`config.mk`:
```
export PLATFORM = sky130hd
export DESIGN_NAME = sha256_msg_schedule
export DESIGN_NICKNAME = d
export VERILOG_FILES = /design/src/rtl/sha256_msg_schedule.sv
export SDC_FILE = /design/constraint.sdc
export NUM_CORES = 1
export LEC_CHECK = 0
export ABC_AREA = 1
export CORE_MARGIN = 2
export CORE_UTILIZATION = 40
export CTS_CLUSTER_DIAMETER = 120
export CTS_CLUSTER_SIZE = 25
export DETAILED_ROUTE_END_ITERATION = 8
export PLACE_DENSITY_LB_ADDON = 0.08
export SLEW_MARGIN = 30
export SYNTH_ARGS = -nofsm -noshare
export SYNTH_HDL_FRONTEND = slang
export SYNTH_SLANG_ARGS = --single-unit
```
`constraint.sdc`:
```
create_clock -name clk -period 16.3 [get_ports clk]
set_input_delay 3.26 -clock clk [delete_from_list [all_inputs] [get_ports clk]]
set_output_delay 3.26 -clock clk [all_outputs]
set_load 0.02 [all_outputs]
```
`src/rtl/sha256_msg_schedule.sv`:
```
// ---------------------------------------------------------------------------
// sha256_msg_schedule
// Message-schedule stage of the SHA-256 datapath. One 512-bit block is loaded
// as 16 big-endian words (M0 first) and the 64 schedule words W0..W63 are
// emitted one per handshake. Only a 16-entry circular buffer is kept: each
// newly computed W[t] overwrites buf[t&15], which is the slot W[t-16] used.
//
// Ports:
//   clk       rising-edge clock
//   reset     asynchronous active-low reset
//   in_valid  in_word is valid
//   in_ready  block accepts in_word (registered; high only in LOAD)
//   in_word   message word
//   w_valid   w_out/w_idx valid (high only in EMIT)
//   w_ready   downstream accepts w_out
//   w_out     schedule word W[w_idx]
//   w_idx     round index 0..63
//   w_last    high with w_valid at w_idx == 63
//   busy      high in LOAD after the first word and throughout EMIT
// ---------------------------------------------------------------------------
module sha256_msg_schedule #(
   parameter int WORD_W = 32,
   parameter int ROUNDS = 64
) (
   input  logic              clk,
   input  logic              reset,
   input  logic              in_valid,
   output logic              in_ready,
   input  logic [WORD_W-1:0] in_word,
   output logic              w_valid,
   input  logic              w_ready,
   output logic [WORD_W-1:0] w_out,
   output logic [5:0]        w_idx,
   output logic              w_last,
   output logic              busy
);

   typedef enum logic {S_LOAD, S_EMIT} state_t;

   localparam logic [5:0] T_LAST = 6'(ROUNDS - 1);

   function automatic logic [31:0] rotr(input logic [31:0] x, input int unsigned n);
      rotr = (x >> n) | (x << (32 - n));
   endfunction

   function automatic logic [31:0] sig0(input logic [31:0] x);
      sig0 = rotr(x, 7) ^ rotr(x, 18) ^ (x >> 3);
   endfunction

   function automatic logic [31:0] sig1(input logic [31:0] x);
      sig1 = rotr(x, 17) ^ rotr(x, 19) ^ (x >> 10);
   endfunction

   state_t      state_q, state_d;
   logic [3:0]  cnt_q, cnt_d;
   logic [5:0]  t_q, t_d;
   logic        in_ready_q;
   logic [31:0] wbuf [16];

   logic        accept;
   logic        fire;
   logic        buf_we;
   logic [3:0]  buf_waddr;
   logic [31:0] buf_wdata;
   logic [31:0] sched_word;
   logic [31:0] cur_word;
   logic [3:0]  tl;

   assign tl     = t_q[3:0];
   assign accept = (state_q == S_LOAD) && in_ready_q && in_valid;
   assign fire   = (state_q == S_EMIT) && w_ready;

   // 4-bit index arithmetic wraps naturally onto the circular buffer.
   assign sched_word = sig1(wbuf[tl - 4'd2]) + wbuf[tl - 4'd7]
                     + sig0(wbuf[tl - 4'd15]) + wbuf[tl];
   assign cur_word   = (t_q[5:4] == 2'b00) ? wbuf[tl] : sched_word;

   assign in_ready = in_ready_q;
   assign w_valid  = (state_q == S_EMIT);
   assign w_out    = (state_q == S_EMIT) ? WORD_W'(cur_word) : '0;
   assign w_idx    = t_q;
   assign w_last   = (state_q == S_EMIT) && (t_q == T_LAST);
   assign busy     = (state_q == S_EMIT) || (cnt_q != 4'd0);

   always_comb begin
      state_d   = state_q;
      cnt_d     = cnt_q;
      t_d       = t_q;
      buf_we    = 1'b0;
      buf_waddr = cnt_q;
      buf_wdata = 32'(in_word);
      case (state_q)
         S_LOAD: begin
            if (accept) begin
               buf_we = 1'b1;
               cnt_d  = cnt_q + 4'd1;
               if (cnt_q == 4'd15) begin
                  state_d = S_EMIT;
                  t_d     = '0;
               end
            end
         end
         S_EMIT: begin
            if (fire) begin
               if (t_q[5:4] != 2'b00) begin
                  buf_we    = 1'b1;
                  buf_waddr = tl;
                  buf_wdata = sched_word;
               end
               if (t_q == T_LAST) begin
                  state_d = S_LOAD;
                  cnt_d   = '0;
                  t_d     = '0;
               end else begin
                  t_d = t_q + 6'd1;
               end
            end
         end
         default: state_d = S_LOAD;
      endcase
   end

   always_ff @(posedge clk or negedge reset) begin
      if (!reset) begin
         state_q    <= S_LOAD;
         cnt_q      <= '0;
         t_q        <= '0;
         in_ready_q <= 1'b0;
      end else begin
         state_q    <= state_d;
         cnt_q      <= cnt_d;
         t_q        <= t_d;
         in_ready_q <= (state_d == S_LOAD);
      end
   end

   // Buffer holds no reset: its contents are only read after a full load.
   always_ff @(posedge clk) begin
      if (buf_we) begin
         wbuf[buf_waddr] <= buf_wdata;
      end
   end

endmodule

```
---- Yosys cells after proc, flatten, opt, wreduce, memory -nomap -nowiden ----
Memory sizes are Yosys's and may differ from the RTL's.
Index checks and enable logic that the tools add are counted.
word-level totals
  output and inout port bits .............. 42
  word-level logic and storage cells ...... 67
  bits in registers ....................... 12
  input bits .............................. 36
  memories kept ........................... 1
  RAM bits ................................ 512
operators by class
  muxes and demuxes ....................... 28
  bitwise operators ....................... 10
  equality and inequality tests ........... 6
  reductions and logical operators ........ 10
  add/sub/neg operators ................... 8
memory list
  name  words  bits a word  read ports  clocked after Yosys merged registers in  write ports  RTL line  source
  wbuf  16     32           4           0                                        1            58        logic [31:0] wbuf [16];
operators with widths
  cell                 count
  $mux 32              5
  $add 32x32->32       3
  $xor 32x32->32       2
  $or 13x32->32        1
  $or 14x32->32        1
  $or 15x32->32        1
  $or 25x32->32        1
  $xor 32x22->32       1
  $xor 32x29->32       1
  $mux 4               6
  $mux 6               4
  $pmux 6 s2           1
  $mux 1               9
  $pmux 4 s2           1
  $add 6x1->6 const B  1
  $eq 6x6->1 const B   1
  $ne 2x1->1 const B   3
  $reduce_and 3->1     2
  $add 4x1->4 const B  1
  $eq 4x4->1 const B   1
  $logic_and 1x1->1    4
  $pmux 1 s2           2
  $reduce_bool 4->1    1
  $sub 4x2->4 const B  1
  7 further kinds      8

---- Depth between registers and ports, before layout ----
Gate-level depths: netlist (run 1).
An unclocked memory read counts as a cell.
  word-level depth ........................ 11
  depth in mapped cells ................... 36
  depth with buffers taken out ............ 29

---- Worst setup path after synthesis (run 1) ----
Ideal clock, no wire load.
  path type ............................... reg2out
  start point ............................. register t_q[1], in the netlist w_idx[1]
  end point ............................... output w_out[11]
  path buffers ............................ 8
  setup slack ............................. 6.779 ns
  data required time ...................... 13.040 ns
  stages on the path, launching flop included .. 34
  arrival time ............................ 6.261 ns
  path through ............................ dfrtp_1 > buf_2 > inv_1 > buf_2 > buf_2 > buf_2 > buf_2 > ha_1 > clkbuf_1 > inv_1 > buf_4 > clkbuf_1 > o21ai_0 > o22ai_1 > nand2_1 > nand2_2 > xor2_1 > xnor2_1 > fa_1 > inv_1 > fa_1 > inv_1 > ha_1 > inv_1 > fa_1 > nand3b_1 > nand2_1 > a21oi_1 > o21ai_0 > nand2_1 > nand2_1 > xor2_1 > nor2_1 > a211oi_1
between the ends
  longest elaborated chain between the ends .. 10
  elaborated cells on any way between the ends .. 17
  classes of those cells .................. 6 x add/sub; 2 x mux; 8 x bitwise; 1 x memory
ends and longest elaborated chain
  item                                            RTL line  source
  start: declaration                              56        logic [5:0] t_q, t_d;
  start signal: assignment                        132       t_q <= t_d;
  $sub 4x2->4                                     74        assign sched_word = sig1(wbuf[tl - 4'd2]) + wbuf[tl - 4'd7]
  $mem_v2 16x32 *                                 --
  $or 15x32->32 or $or 13x32->32 (tied branches)  43        rotr = (x >> n) | (x << (32 - n));
  $xor 32x32->32                                  51        sig1 = rotr(x, 17) ^ rotr(x, 19) ^ (x >> 10);
  $xor 32x22->32                                  51
  $add 32x32->32                                  74
  $add 32x32->32 (2 in a row)                     75        + sig0(wbuf[tl - 4'd15]) + wbuf[tl];
  $mux 32 *                                       76        assign cur_word = (t_q[5:4] == 2'b00) ? wbuf[tl] : sched_word;
  $mux 32 *                                       80        assign w_out = (state_q == S_EMIT) ? WORD_W'(cur_word) : '0;
  end: declaration                                32        output logic [WORD_W-1:0] w_out,
Every way passes the cells marked *; elsewhere a longest branch is shown, timed or not.

---- Worst setup path in the final report (run 1) ----
  start point ............................. register t_q[0], in the netlist w_idx[0]
  end point ............................... output w_out[25]
Same word-level chain as after synthesis.

==> summary.txt, run 1 <==
STA
  – Final hold vios: 0
  – Final Max Tran Viols: 0
  – Final Cycle Share: 74.6%
  – FMAX: 82.3 MHz
  – Final setup viols: 0
  – Worst relative slew slack: 27.0%
  – RSZ-0062 raised after global routing: no
  – Final Skew: 0.0395 ns
  – Setup TNS: 0 ns
  – Worst Tran Pin Value: 1.10 ns
  – Min Tclk post-route: 12.15 ns

Clocking
  – Clk slew on worst S/H paths: 0.12 ns
  – Largest buffer count on any clock path: 3
  – CTS Hold Bufs: 0
  – CTS resizes: 0
  – Post-CTS setup buffer count: 0
  – CTS tree: built
  – Total CTS buffers: 26
  – CTS sink count: 524
  – Clock Latency Late Sink: 0.64 ns
  – CTS Root Cell: clkbuf_16
  – H-tree lvl count: 1

Worst setup path
  – Critical Path End Type: output port
  – R2R Path Start: w_idx[0]
  – Worst Path Required: 13.04 ns
  – Max FO, Critical Path: 57
  – Crit start category: flip-flop
  – CP startpoint: w_idx[0]
  – CP arrival: 8.89 ns
  – Critical path type: reg -> out

Drt
  – Iter 0 DRT Violations: 3,365
  – Via count: 28.5k
  – DRT antenna net count: 0
  – Drt drc: 0
  – Total Wirelength: 128,000 µm
  – Routed len/inst: 25.8 µm
  – Drt first pass iters: 6
  – Vias/cell: 5.74

Yosys
  – Top post-synthesis cells by area: edfxtp_1, nand2_1, o21ai_0
  – Main synth FF type: edfxtp_1
  – Largest area contributor in the netlist: edfxtp_1
  – Yosys warning count: 0
  – Cells after synthesis: 3,903
  – Seq/Total Area, Yosys: 45.6%
  – Number of synthesized register bits: 524
  – Asr flop ratio synth: 2.29%
  – Post-Syn Area: 34,400 µm²
  – Top cell type's share of synthesized area: 44.7%
  – Mapped Avg Cell Area: 8.81 µm²
  – Synthesized net count: 4,037
  – Synth cell types: 61
  – Post-synth EDFFs: 512

Finish
  – Most common cell after layout, fill and taps aside: nand2_1
  – Layout cells sized above 1: 4.96%
  – Nets@finish: 3,937
  – Sequential Area: 15,700 µm²
  – Layout fillers: 8,439
  – Multi-input gate area: 16,200 µm²
  – Syn-to-layout area delta: 6.21%
  – Commonest non-fill, non-tap cells in the layout: nand2_1, edfxtp_1, o21ai_0, inv_1, nand3_1

GRT
  – First-pass GRT wire length: 183,000 µm
  – Overall routing resource usage: 28.2%
  – Total gr overflow: 0
  – Largest net degree at the start of global routing: 193
  – Number of global-route vias before repair: 25.8k
  – Initial antenna violation count: 4

Die
  – Ports: 78
  – Row count: 107
  – Die area: 88,300 µm²
  – Starting Density: 40.4%
  – Core area: 85,100 µm²
  – Die W: 297 µm
  – Die Ht: 297 µm

Run
  – Reported max-cap violation count: 0

Placement
  – Buffers on Ports: 77
  – Gpl congestion: 0.986
  – DP Wirelength: 82,200 µm

Run status
  – Status: completed

Worst hold path
  – Hold path start: cnt_q[3]
  – Hold crit path type: reg -> reg
[cell families after synthesis]
family | synth area share, %
muxes | 4.40
buffers and inverters | 8.12
DFF | 45.6
AOI/OAI and AO/OA | 16.7
and+or+nand+nor | 16.6
xor gates and xnor gates | 3.69
adders and majority gates | 4.92
[synth_stat cells (3+ instances only)]
cell type / n
nand2_1: 827
edfxtp_1: 512
o21ai_0: 481
inv_1: 312
nand3_1: 292
nor2_1: 248
a21oi_1: 198
o21ai_1: 118
buf_2: 110
mux2i_1: 105
xor2_1: 92
o211ai_1: 87
fa_1: 62
clkbuf_1: 58
xnor2_1: 44
buf_6: 40
o22ai_1: 39
buf_4: 37
ha_1: 36
buf_1: 21
o221ai_1: 19
a31oi_1: 16
mux2i_4: 15
dfrtp_1: 12
a211oi_1: 10
mux2i_2: 9
nor3_1: 9
nand4_1: 8
o21bai_1: 8
a31oi_2: 6
or2_2: 6
a21boi_0: 5
inv_2: 5
a21o_1: 4
a32o_1: 4
nand2_2: 4
o21a_1: 4
o32ai_1: 4
a31o_2: 3
nor4_1: 3
o21ai_2: 3
o31ai_1: 3
[state kept, by name, indices dropped and copies added (netlist names)]
signal / count
in_ready: 1
cnt_q: 4
w_valid: 1
w_idx: 6
wbuf: 512
[path summary, 6_finish.rpt]
| path | endpoint | slack (ns) | depth (start not counted) |
|---|---|---|---|
| setup / recovery | w_out[25] | 4.15 | 26 |
| hold / removal | cnt_q[3] | 0.61 | 2 |
| setup reg to reg | wbuf[8][8] | 7.71 | 21 |
| hold reg to reg | cnt_q[3] | 0.61 | 2 |
| max in group asynchronous | w_idx[1] | 12.81 | 1 |
| min in group asynchronous | cnt_q[0] | 3.00 | 1 |
[routing by layer]
metal / wire [µm] / vias to the layer above / GRT usage (%)
li1: - / 13300 / -
met3: 12700 / 157 / 4.73
met5: 12 / - / 0
met1: 56600 / 13700 / 41.6
met2: 55600 / 1364 / 43.6
met4: 3170 / 2 / 6.16
[final cells by class]
cell class / instances / share of cell area (%)
clock inverter: 6 / 0.209
tap: 1144 / 3.92
timing repair buffer: 140 / 3.48
sequential: 524 / 42.9
inverter: 320 / 3.34
antenna: 2 / 0.0137
clock buffer: 32 / 1.87
multi-input combinational: 2791 / 44.2
[stage by stage]
step           setup slack (ns)  util, %  hold WS (ns)  cell area, µm²  cells
2_1_floorplan              6.78        -         0.526           34400   3903
3_3_place_gp               4.93     42.0         0.567           35700   4919
3_5_place_dp               4.89     42.0         0.575           35700   4919
4_1_cts                    4.20     42.9         0.605           36500   4957
5_1_grt                    3.59     42.9         0.658           36500   4957
6_report                   4.15     42.9         0.606           36500   4959
[worst max-delay path: stages (launching register included)]
cell,delay (ns)
dfrtp_4,0.72
ha_4,0.95
buf_4,0.66
buf_4,0.56
o21ai_0,0.16
o21ai_0,0.20
o21ai_1,0.12
mux2i_2,0.48
xor2_1,0.22
xnor2_1,0.11
fa_1,0.47
fa_1,0.46
inv_1,0.07
ha_1,0.15
inv_1,0.06
fa_1,0.44
nand3b_1,0.18
nand2_1,0.18
a21oi_1,0.15
o21ai_0,0.46
nand3_1,0.13
nand3_1,0.20
xor2_1,0.12
nand2_1,0.07
o211ai_1,0.17
inv_1,0.12
clkdlybuf4s50_1,0.61
Power of run 1 is left out: the tool's default activity adds up to more than one toggle a clock period on the data nets, which glitch-free logic cannot reach.
==> run 2, diff against run 1 <==
==> constraint.sdc (replaced) <==
create_clock -name clk -period 10.4 [get_ports clk]
set_input_delay 2.08 -clock clk [delete_from_list [all_inputs] [get_ports clk]]
set_output_delay 2.08 -clock clk [all_outputs]
set_load 0.02 [all_outputs]
==> run 2 against run 1 <==
Largest cell class unchanged. Critical path depth fell by 1. Register-to-register slack worse by 4.9 ns. Non-clock buffer count rose by 24. Worst hold slack got worse by 0.0092 ns. Via count fell by 0.84%. Setup slack got worse by 3.7 ns. Cell count rose by 0.48%. Die area did not move. Sequential cell count unchanged. Critical endpoint is now w_out[31]. Wire length rose by 0.38%.
==> summary.txt, run 2 (synthesized netlist as in run 1, its figures left out) <==
Clocking
  – Clk slew on worst S/H paths: 0.11 ns
  – Total CTS buffers: 25
  – Largest buffer count on any clock path: 3
  – H-tree lvl count: 1
  – CTS Root Cell: clkbuf_16
  – CTS sink count: 524
  – Post-CTS setup buffer count: 0
  – CTS tree: built
  – Clock Latency Late Sink: 0.63 ns
  – CTS Hold Bufs: 0
  – CTS resizes: 0

Die
  – Ports: 78
  – Die W: 297 µm
  – Die Ht: 297 µm
  – Starting Density: 40.4%
  – Core area: 85,100 µm²
  – Die area: 88,300 µm²
  – Row count: 107

STA
  – FMAX: 101 MHz
  – Final setup viols: 0
  – Worst Tran Pin Value: 1.09 ns
  – Setup TNS: 0 ns
  – Min Tclk post-route: 9.92 ns
  – Final hold vios: 0
  – Final Skew: 0.0362 ns
  – Worst relative slew slack: 26.9%
  – Final Max Tran Viols: 0
  – RSZ-0062 raised after global routing: no
  – Final Cycle Share: 95.4%

Worst setup path
  – Crit start category: flip-flop
  – Top delay family on crit path: adder cells
  – Number of cells on the critical path: 25
  – Critical path type: reg -> out
  – Max FO, Critical Path: 46
  – Crit path max-delay cell type: inv_2
  – Critical Path End Type: output port
  – Worst Path Required: 8.32 ns
  – CP Buf/Inv Count: 6
  – R2R depth: 24
  – Worst path max stage delay: 0.69 ns
  – CP arrival: 7.84 ns

Worst hold path
  – Hold depth: 2
  – Hold crit path type: reg -> reg

Run status
  – Status: completed

Finish
  – Top reg by flops: wbuf
  – Layout cells sized above 1: 5.52%
  – Syn-to-layout area delta: 6.84%
  – Largest register FFs: 512
  – Commonest non-fill, non-tap cells in the layout: nand2_1, edfxtp_1, o21ai_0, inv_1, nand3_1
  – Nets@finish: 3,960
  – Filler-free cell count of the finished design: 4,983
  – Most common cell after layout, fill and taps aside: nand2_1
  – Antenna diodes: 0

GRT
  – Total gr overflow: 0
  – Met2 GRT Util: 44.1%
  – Overall routing resource usage: 28.4%
  – M1 GR Usage: 42.5%
  – Initial antenna violation count: 3
  – Number of global-route vias before repair: 25.7k
  – Largest net degree at the start of global routing: 186
  – Busiest layer in global routing: met2
  – Met3 Track Usage GR: 3.54%
  – First-pass GRT wire length: 184,000 µm

Placement
  – Dpl cells: 4,943
  – DP Wirelength: 83,400 µm
  – Buffers on Ports: 77
  – Gpl congestion: 0.945

Drt
  – Drt drc: 0
  – DRT antenna net count: 0
  – Total Wirelength: 129,000 µm
  – Vias/cell: 5.67
  – Drt first pass iters: 6
  – Via count: 28.2k
  – Iter 0 DRT Violations: 2,986
  – Routed len/inst: 25.8 µm

Run
  – Reported max-cap violation count: 0
-- run 2: layout make-up --
class | count | area (µm²)
multi-input cells | 2791 | 16200
clock buffers | 35 | 673
repair buffers | 164 | 1540
flip-flops and latches | 524 | 15700
inverters | 320 | 1220
clock inverters | 5 | 37.5
fillers | 8445 | 48400
well taps | 1144 | 1430
-- run 2: final timing paths --
check / from / endpoint / slack (ns)
worst max-delay path: w_idx[0] / w_out[31] / 0.48
worst min-delay path: cnt_q[3] / cnt_q[3] / 0.60
worst max register to register: w_idx[0] / wbuf[0][29] / 2.80
worst min register to register: cnt_q[3] / cnt_q[3] / 0.60
max in group asynchronous: reset / w_idx[2] / 8.14
min in group asynchronous: reset / w_idx[1] / 1.82
-- run 2: per-layer routing --
metal	up-vias	wire (µm)
li1	13300	-
met1	13600	59400
met2	1166	56500
met3	130	10100
met4	0	2660
met5	-	0
-- run 2: worst register-to-register path, stage by stage, from the launching register on --
cell and delay [ns]:
dfrtp_4 0.60, ha_4 0.68, inv_2 0.51, buf_4 0.41, o21ai_0 0.09, o22ai_1 0.09
o21ai_1 0.43, mux2i_4 0.22, xnor2_1 0.28, xnor2_1 0.12, fa_1 0.54, inv_1 0.05
fa_1 0.51, inv_1 0.06, ha_1 0.35, a21oi_1 0.28, a21boi_0 0.22, o21ai_0 0.15
a21oi_1 0.30, nand3b_1 0.20, nand2_1 0.06, nand2_1 0.07, nand3_1 0.07, o21ai_1 0.44
inv_1 0.46
-- run 2: per-stage QoR --
step / area, µm² / utilization, % / hold WS [ns] / worst slack [ns]
final: 36700 / 43.2 / 0.597 / 0.480
after global placement: 36000 / 42.3 / 0.569 / 1.21
after CTS: 36700 / 43.1 / 0.599 / 0.510
after global routing: 36700 / 43.2 / 0.624 / 0.0420
after detailed placement: 36000 / 42.3 / 0.568 / 1.20
after floorplan: 34400 / - / 0.526 / 2.06
Power of run 2 is left out for the same reason.
